$ cat config.mk
export PLATFORM = sky130hd
export DESIGN_NAME = fifo_access_ctrl
export DESIGN_NICKNAME = d
export VERILOG_FILES = /design/src/rtl/fifo_access_ctrl.sv
export SDC_FILE = /design/constraint.sdc
export NUM_CORES = 1
export LEC_CHECK = 0
export BUFFER_PORTS_ARGS = -buffer_cell sky130_fd_sc_hd__buf_4
export CAP_MARGIN = 20
export CORE_ASPECT_RATIO = 0.75
export CORE_MARGIN = 1
export CORE_UTILIZATION = 45
export DETAILED_ROUTE_END_ITERATION = 10
export PLACE_DENSITY = 0.8
export SYNTH_ARGS = -nofsm -noshare
export SYNTH_HDL_FRONTEND = slang
export SYNTH_SLANG_ARGS = --single-unit
export TNS_END_PERCENT = 30
$ cat constraint.sdc
create_clock -name clk -period 3 [get_ports clk]
set_clock_uncertainty 0.15 [all_clocks]
set_input_delay 0.6 -clock clk [delete_from_list [all_inputs] [get_ports clk]]
set_output_delay 0.6 -clock clk [all_outputs]
set_load 0.01 [all_outputs]
$ cat src/rtl/fifo_access_ctrl.sv
// fifo_access_ctrl: shares one FIFO write port among NUM_WR producers with a
// round-robin arbiter and drains the FIFO read port to a single valid/ready
// consumer. A 2-entry output buffer hides the FIFO's 1-cycle read latency.
module fifo_access_ctrl #(
  parameter int unsigned NUM_WR = 4,
  parameter int unsigned DATA_W = 8
) (
  input  logic                     clk,
  input  logic                     rst,
  input  logic [NUM_WR-1:0]        wr_req,
  input  logic [NUM_WR*DATA_W-1:0] wr_data,
  output logic [NUM_WR-1:0]        wr_gnt,
  input  logic                     fifo_full,
  input  logic                     fifo_empty,
  output logic                     fifo_wr_cs,
  output logic                     fifo_wr_en,
  output logic [DATA_W-1:0]        fifo_data_in,
  output logic                     fifo_rd_cs,
  output logic                     fifo_rd_en,
  input  logic [DATA_W-1:0]        fifo_data_out,
  output logic                     rd_valid,
  input  logic                     rd_ready,
  output logic [DATA_W-1:0]        rd_data
);

  localparam int unsigned PTR_W  = (NUM_WR > 1) ? $clog2(NUM_WR) : 1;
  localparam int unsigned CNT_W  = 2;
  localparam int unsigned OCC_W  = 3;
  localparam int unsigned OB_MAX = 2;

  // ---------------------------------------------------------------------
  // Write side state
  // ---------------------------------------------------------------------
  logic [PTR_W-1:0]  rr_ptr_q, rr_ptr_d;
  logic [PTR_W-1:0]  sel_idx;
  logic              sel_found;
  logic              wr_go;
  logic [NUM_WR-1:0] gnt_vec;
  logic [DATA_W-1:0] wr_word;

  // ---------------------------------------------------------------------
  // Read side state
  // ---------------------------------------------------------------------
  logic [CNT_W-1:0]  ob_cnt_q, ob_cnt_d;
  logic [DATA_W-1:0] ob0_q, ob0_d;
  logic [DATA_W-1:0] ob1_q, ob1_d;
  logic              inflight_q, inflight_d;
  logic              rd_valid_q, rd_valid_d;
  logic              pop;
  logic              push;
  logic              issue;
  logic [OCC_W-1:0]  occ_after_pop;

  // Round-robin search starting just after the last granted requester.
  always_comb begin
    sel_idx   = '0;
    sel_found = 1'b0;
    for (int unsigned k = 1; k <= NUM_WR; k++) begin
      int unsigned cand;
      cand = (32'(rr_ptr_q) + k) % NUM_WR;
      if (!sel_found && wr_req[cand]) begin
        sel_found = 1'b1;
        sel_idx   = PTR_W'(cand);
      end
    end
  end

  // Write grant is gated by reset and by the FIFO full flag.
  always_comb begin
    wr_go   = rst && !fifo_full && sel_found;
    gnt_vec = '0;
    if (wr_go) begin
      gnt_vec = NUM_WR'(1) << sel_idx;
    end
  end

  // Mux the granted requester's slice onto the FIFO write data (0 when idle).
  always_comb begin
    wr_word = '0;
    for (int unsigned i = 0; i < NUM_WR; i++) begin
      if (gnt_vec[i]) begin
        wr_word = wr_data[i*DATA_W +: DATA_W];
      end
    end
  end

  // Pointer advances to the granted requester so it goes last next round.
  always_comb begin
    rr_ptr_d = rr_ptr_q;
    if (wr_go) begin
      rr_ptr_d = sel_idx;
    end
  end

  assign wr_gnt       = gnt_vec;
  assign fifo_wr_cs   = wr_go;
  assign fifo_wr_en   = wr_go;
  assign fifo_data_in = wr_word;

  // Read issue: only when the buffer plus in-flight word still has room
  // after this cycle's pop, so a returning word always has a slot.
  always_comb begin
    pop           = rd_valid_q && rd_ready;
    push          = inflight_q;
    occ_after_pop = OCC_W'(ob_cnt_q) + OCC_W'(inflight_q) - OCC_W'(pop);
    issue         = rst && !fifo_empty && (occ_after_pop < OCC_W'(OB_MAX));
  end

  assign fifo_rd_cs = issue;
  assign fifo_rd_en = issue;

  // Output buffer next state: ob0 is the head, ob1 the second entry.
  always_comb begin
    ob_cnt_d   = ob_cnt_q;
    ob0_d      = ob0_q;
    ob1_d      = ob1_q;
    inflight_d = issue;
    case ({push, pop})
      2'b10: begin
        if (ob_cnt_q == CNT_W'(0)) begin
          ob0_d    = fifo_data_out;
          ob_cnt_d = CNT_W'(1);
        end else if (ob_cnt_q == CNT_W'(1)) begin
          ob1_d    = fifo_data_out;
          ob_cnt_d = CNT_W'(2);
        end
      end
      2'b01: begin
        if (ob_cnt_q == CNT_W'(2)) begin
          ob0_d = ob1_q;
        end
        ob_cnt_d = ob_cnt_q - CNT_W'(1);
      end
      2'b11: begin
        if (ob_cnt_q == CNT_W'(1)) begin
          ob0_d = fifo_data_out;
        end else begin
          ob0_d = ob1_q;
          ob1_d = fifo_data_out;
        end
      end
      default: begin
      end
    endcase
    rd_valid_d = (ob_cnt_d != CNT_W'(0));
  end

  assign rd_valid = rd_valid_q;
  assign rd_data  = ob0_q;

  // State registers with synchronous active-low reset; an in-flight read
  // is dropped by clearing inflight_q.
  always_ff @(posedge clk) begin
    if (!rst) begin
      rr_ptr_q   <= PTR_W'(NUM_WR - 1);
      ob_cnt_q   <= '0;
      ob0_q      <= '0;
      ob1_q      <= '0;
      inflight_q <= 1'b0;
      rd_valid_q <= 1'b0;
    end else begin
      rr_ptr_q   <= rr_ptr_d;
      ob_cnt_q   <= ob_cnt_d;
      ob0_q      <= ob0_d;
      ob1_q      <= ob1_d;
      inflight_q <= inflight_d;
      rd_valid_q <= rd_valid_d;
    end
  end

endmodule
## After elaboration in Yosys (flattened, before gate mapping)

Index checks and enable logic that the tools add are counted.

- Add/subtract/negate cells: 7
- Magnitude comparators: 5
- Eq/ne operators: 9
- Shift operators: 1
- Multiplexer cells: 31
- Reduce and logical (&&, ||, !) cells: 19

Operators by type and width:

| operator | count |
|---|---|
| $mux 8 | 9 |
| $pmux 8 s3 | 1 |
| $pmux 8 s2 | 1 |
| $lt 2x3->1 const B | 4 |
| $mux 2 | 6 |
| $bmux 1 s2 | 4 |
| $logic_and 1x1->1 | 8 |
| $mux 1 | 8 |
| $ne 2x2->1 const B | 4 |
| $eq 2x2->1 const B | 3 |
| $reduce_and 3->1 | 2 |
| $logic_not 1->1 | 5 |
| $add 2x1->2 const B | 2 |
| $add 2x2->2 const B | 2 |
| $eq 2x1->1 const B | 2 |
| $mux 4 | 1 |
| $pmux 2 s2 | 1 |
| $reduce_bool 2->1 | 2 |
| $shl 1x2->4 const A | 1 |
| $add 2x1->3 | 1 |
| $lt 3x2->1 const B | 1 |
| $reduce_bool 3->1 | 1 |
| $sub 3x1->3 | 1 |
| $logic_not 2->1 | 1 |
| $sub 2x1->2 const B | 1 |

- Flip-flop bits (word level): 22
- Input port bits: 49
- Output and inout bits: 25
- Logic and storage cells: 78

## Longest topological paths before layout

Gate-level depths: netlist (run 1).

- Depth after elaboration: 19
- Gate-level depth with buffers: 9
- Depth with buffers taken out: 8

## Worst setup path after synthesis (run 1)

OpenSTA, ideal clock, no wires.

- Kind: input to output
- Start: in rd_ready
- End: out fifo_rd_en
- Arrival: 2.350 ns
- Required time: 2.250 ns
- Path slack: -0.100 ns
- Stages: 6
- Path buffers: 1
- Cell sequence: and2_1 > ha_1 > nor2_1 > fa_1 > nor4_1 > buf_4

- Cells in the longest elaborated chain, start to end: 4

RTL lines:

| what | RTL line | text |
|---|---|---|
| start, declared | 22 | `input logic rd_ready,` |
| $logic_and 1x1->1 | 103 | `pop = rd_valid_q && rd_ready;` |
| $sub 3x1->3 | 105 | `occ_after_pop = OCC_W'(ob_cnt_q) + OCC_W'(inflight_q) - OCC_W'(pop);` |
| $lt 3x2->1 | 106 | `issue = rst && !fifo_empty && (occ_after_pop < OCC_W'(OB_MAX));` |
| $logic_and 1x1->1 | 106 |  |
| end, declared | 19 | `output logic fifo_rd_en,` |

No other way between the ends.

## Worst setup path after layout (run 1)

- Start: in rd_ready
- End: out fifo_rd_cs

- Cells in the longest elaborated chain, start to end: 4

RTL lines:

| what | RTL line | text |
|---|---|---|
| $logic_and 1x1->1 | 103 |  |
| $sub 3x1->3 | 105 |  |
| $lt 3x2->1 | 106 |  |
| $logic_and 1x1->1 | 106 |  |
| end, declared | 18 | `output logic fifo_rd_cs,` |

No other way between the ends.

==> flow_summary.ini, run 1 <==
[die]
fp.dieW_um = 66.7
rows = 17
pin_count = 74
die_h_um = 50.5
core-area_mm2 = 0.00296
dieArea_mm2 = 0.00337
start_util_pct = 47.8

[logic_synthesis]
synth_top_cell_area_share_pct = 31.2
syn_area_per_cell_um2 = 9.01
async_reset_ff_share_pct = 0
syn_area_mm2 = 0.00141
synth_area_leaders = dfxtp_1 (31%), mux2i_1 (18%), ha_1 (8.0%), nor2_1 (6.6%), a211oi_1 (5.3%)
syn-num-nets = 216
syn_inst = 157
synth-compound-area-share_pct = 19.9
synth_edf_count = 0
synth_xor_area_share_pct = 0.619
synth_fa_ha_area_share_pct = 9.38
yosys-top-cells-count = mux2i_1 (25), nor2_1 (25), dfxtp_1 (22)
synthSimpleGateAreaFrac_pct = 13.3
ys_seq_elements = 22
yosysUniqueCellTypes = 34
synth_top_family_by_area = compound AO/OA/AOI/OAI gates
synthMuxAreaShare_pct = 18.5
ys.flop_type = dfxtp_1
ys_warn_count = 0
netlist.top_cell.by_area = dfxtp_1
ys_seq_area_share_pct = 31.2

[sta]
max_slew_margin_pct = 57.2
post-route-period-util_pct = 97.5
worst_pin_slew_ps = 642
finalMaxSlewViolations = 0
rsz0062_at_grt = no
finalCriticalPeriod_ps = 2920
finalHoldViolations = 0
max_freq_mhz = 342
fin_tns_setup_ps = 0
setup_viol = 0

[cells_and_area]
multi_input_area_um2 = 887
drive_above_1_share_pct = 38.5
areaGrowthSynthToFinish_pct = 45.8
fill_cells = 241
nets = 291
diodes = 0
seq_area_um2 = 440
stdcell_count = 269
final_util_pct = 69.7

[worst_setup_path]
end_kind = primary output
crit_arrival_ps = 2170
slowest_stage = fa_1
path_class = in2out
crit_buf_inv = 2
max_stage_delay_ps = 450
startpoint_type = input port
cp_top_family = adder cells
crit_start = rd_ready
reg2reg_to = rd_data[7]
r2r_cells = 8
crit_fanout = 2
rr_startpoint = rd_valid
r2r_slack_ps = 840
cp_cell_sequence = buf_4 > and2_1 > ha_1 > nor2_1 > fa_1 > nor4_2 > buf_4
cp_common_cell = buf_4
required_ps = 2250

[cts]
cts_root_buf = clkbuf_8
holdBufCountCts = 0
cts_tree = done
clk_latency_ps = 260
cts_setup_buffers = 0
htreeDepth = 1
clk_pin_slew_worst_paths_ps = 80
cts_buffers = 3
postCtsResizedCells = 0
clock_sinks = 22
cts_buffer_depth = 2

[power]
worst_ir_drop_vdd_v = 0.000523
power.share.sequential_pct = 30.4
swShare_pct = 36.2
internal-power_uw = 889
clkPwrFrac_pct = 19.7
power_density_mw_per_mm2 = 675
p_switching_uw = 504
leakagePower_uw = 0.00101
comb_power_share_pct = 49.9

[placed_design]
dpl.hpwl_um = 2910
port_buffers = 73
gp_congestion = 0.809
placed_cells = 264

[outcome]
outcome = finished clean

[global_routing]
grt_max_degree = 23
grt_overflow = 0
grt_pass1_wl_um = 5580
globalRouteTotalUtil_pct = 21.9
antenna_found_initial = 0
grt_pass1_vias = 1249

[detailed_routing]
vias = 1438
routedWlPerCell_um = 14.1
drtIter0Drc = 49
drtPass1Iterations = 4
wirelength_um = 3800
drtAntennaViolNets = 0
drt-vias-per-instance = 5.35
drc = 0

[hold_path]
hp-class = reg2reg
hold_depth = 2
hp-start = ob1_q[5]
worst_hold_path.endpoint = ob1_q[5]

[run]
max-cap-violations = 0
-- state kept, by name (all words and copies together), names as in the netlist --
name,cells
rd_data,8
inflight_q,1
ob_cnt_q,2
rd_valid,1
rr_ptr_q,2
ob1_q,8
-- cell type report --
cell class | count | share of cell area [%]
Sequential cell | 22 | 21.4
Tap cell | 38 | 2.31
Multi-Input combinational cell | 118 | 43.0
Timing Repair Buffer | 77 | 28.0
Clock inverter | 1 | 1.46
Clock buffer | 3 | 2.00
Inverter | 10 | 1.82
-- worst reg2reg max path: stages, from the launching register on --
cell,delay (ps)
dfxtp_1,320
and2_1,170
buf_4,140
ha_1,210
inv_2,70
nor2_1,60
a21oi_1,510
a22oi_1,190
a211oi_1,260
-- power by group through the flow --
| stage | Combinational, uW | Clock (uW) | Sequential, uW |
|---|---|---|---|
| global placement | 665 | 0 | 424 |
| CTS | 695 | 279 | 424 |
| detailed placement | 690 | 0 | 431 |
| global route | 770 | 293 | 434 |
| floorplan | 425 | 0 | 446 |
| finish | 695 | 274 | 423 |
-- metal layers --
metal / GRT usage [%] / vias to the layer above / wire, um
met5: 0 / - / 0
met1: 27.9 / 685 / 1650
li1: - / 718 / -
met2: 38.4 / 33 / 1970
met4: 4.26 / 0 / 14
met3: 4.09 / 2 / 174
-- worst max-delay path by stage --
stage / endpoint / slack [ps] / cells past startpoint
2_1_floorplan: fifo_rd_en / 50 / 6
3_3_place_gp: fifo_rd_cs / 110 / 7
3_5_place_dp: fifo_data_in[2] / 40 / 7
4_1_cts: fifo_data_in[3] / 40 / 7
5_1_grt: fifo_data_in[3] / 10 / 6
6_report: fifo_rd_cs / 80 / 7
-- stage by stage --
step                setup slack [ps]  hold WS (ps)  total power [uW]  area, um2
floorplan                       49.9           314               871       1420
global placement                 108           325              1090       1980
detailed placement              42.0           335              1120       1980
CTS                             44.8           353              1400       2050
global route                    9.89           354              1500       2060
finish                          76.0           356              1390       2060
-- cell families (layout without fill, tap and decap cells) --
kind of cell | after synthesis | in the layout
buf+inv | 18 | 91
xor+xnor | 1 | 1
flops | 22 | 22
simple gates | 41 | 41
mux | 26 | 26
compound gates | 39 | 40
fa+ha+maj | 10 | 10
-- cell usage in the layout, fill, tap and decap left out --
cell        n
o22ai_1    11
a21oi_2     1
nor4b_1     1
o21ai_2     1
a21boi_1    1
nor4_1      2
nor3_1      1
mux2_2      1
o31a_1      1
buf_4      77
a211oi_1   10
a31oi_1     1
a22oi_1     8
clkbuf_8    3
nor2b_1     1
o21ai_1     1
xnor2_1     1
fa_1        1
and2_1      1
dfxtp_1    22
nor4_2      1
inv_1       8
bufinv_16   1
or2_1       1
inv_2       2
nand2_1     3
ha_1        9
a21oi_1     3
and3_1      1
o21ai_4     1
nand2b_1    4
o22a_2      1
mux2i_1    25
nor2_1     25
(Power assumes the default switching activity.)
==> inputs of run 2 (changes only) <==
- CELL_PAD_IN_SITES_DETAIL_PLACEMENT: unset -> 1
- CELL_PAD_IN_SITES_GLOBAL_PLACEMENT: unset -> 1
- CORE_UTILIZATION: 45 -> 32
- PLACE_DENSITY: 0.8 -> unset
- PLACE_DENSITY_LB_ADDON: unset -> 0.1
==> flow_summary.ini, run 2 (synthesis gave the netlist of run 1 again) <==
[global_routing]
antenna_found_initial = 0
grt_overflow = 0
grt_pass1_wl_um = 6750
grt_max_degree = 23
globalRouteTotalUtil_pct = 18.4
grt_pass1_vias = 1481

[detailed_routing]
drt-vias-per-instance = 5.06
drc = 0
drtIter0Drc = 39
drtPass1Iterations = 4
routedWlPerCell_um = 15.4
vias = 1441
wirelength_um = 4380
drtAntennaViolNets = 0

[sta]
setup_viol = 0
post-route-period-util_pct = 97.6
finalHoldViolations = 0
worst_pin_slew_ps = 668
finalMaxSlewViolations = 0
fin_tns_setup_ps = 0
finalCriticalPeriod_ps = 2930
max_slew_margin_pct = 55.2
max_freq_mhz = 342
rsz0062_at_grt = no

[worst_setup_path]
cp_common_cell = buf_4
startpoint_type = input port
slowest_stage = fa_1
r2r_slack_ps = 900
max_stage_delay_ps = 470
crit_fanout = 4
end_kind = primary output
crit_arrival_ps = 2180
path_class = in2out
cp_cell_sequence = buf_4 > and2_2 > ha_4 > nor2_2 > fa_1 > nor4_2 > buf_4
required_ps = 2250
r2r_cells = 6

[power]
power_density_mw_per_mm2 = 646
worst_ir_drop_vdd_v = 0.000250
leakagePower_uw = 0.000996

[hold_path]
hp-class = in2reg
hold_depth = 2

[placed_design]
gp_congestion = 0.791
dpl.hpwl_um = 3410
placed_cells = 281
port_buffers = 73
place_area_mm2 = 0.00200

[cts]
clk_pin_slew_worst_paths_ps = 80
cts_tree = done
cts_buffers = 3
clk_latency_ps = 260
holdBufCountCts = 0
htreeDepth = 1
cts_buffer_depth = 2
cts_root_buf = clkbuf_8
clock_sinks = 22

[cells_and_area]
fin_area_mm2 = 0.00207
final_cell_mix = buf_4 (77), mux2i_1 (25), nor2_1 (24)
final_util_pct = 49.8
diodes = 0
stdcell_count = 285
drive_above_1_share_pct = 39.6
nets = 291
areaGrowthSynthToFinish_pct = 46.4
layout_commonest_cell = buf_4

[die]
core-area_mm2 = 0.00415
fp.dieW_um = 78.8
die_h_um = 59.6
rows = 20
pin_count = 74
start_util_pct = 34.0
dieArea_mm2 = 0.00469

[outcome]
outcome = finished clean

[run]
max-cap-violations = 0
## run 2: cell count changes in the layout (fill, tap and decap cells not counted), sizes merged
cell | before | now
bufinv | 1 | 0
## run 2: layer usage
metal	track usage [%]	routed length [um]	part of all wire (%)
met1	23.2	2020	46
met2	32.7	2220	51
met3	4.00	126	2.9
met4	3.70	16	0.37
met5	0	0	0
## run 2: final cells by class
type | count | area, um2
inverters | 10 | 37.5
repair buffers | 77 | 578
flip-flops and latches | 22 | 440
multi-input cells | 118 | 903
clock buffers | 3 | 41.3
fillers | 499 | 2080
well taps | 55 | 68.8
## run 2: repair_timing
action | CTS | global route
setup endpoints to repair | 0 | 10
gates resized for setup | 0 | 3
buffers inserted | 0 | 0
## run 2: power by group
part	internal, uW	switching, uW
Clock	89.6	92.1
Sequential	373	52.0
Combinational	350	379
## run 2: worst paths after layout
| path | start | endpoint |
|---|---|---|
| max | rd_ready | fifo_rd_en |
| min | fifo_empty | inflight_q |
| max reg2reg | rd_valid | rd_data[6] |
| min reg2reg | rd_data[4] | rd_data[4] |
## run 2: stage by stage
step | power (uW) | setup slack [ps] | hold WS, ps
finish | 1340 | 73.4 | 356
global route | 1450 | 11.1 | 365
CTS | 1330 | 1.20 | 351
detailed placement | 1140 | 8.27 | 348
global placement | 1100 | 95.1 | 325
floorplan | 871 | 49.9 | 314
## run 2: critical path: cells and delay by family
family        cells  cell delay [ps]
fa+ha+maj         2              750
simple gates      3              540
buf+inv           2              280
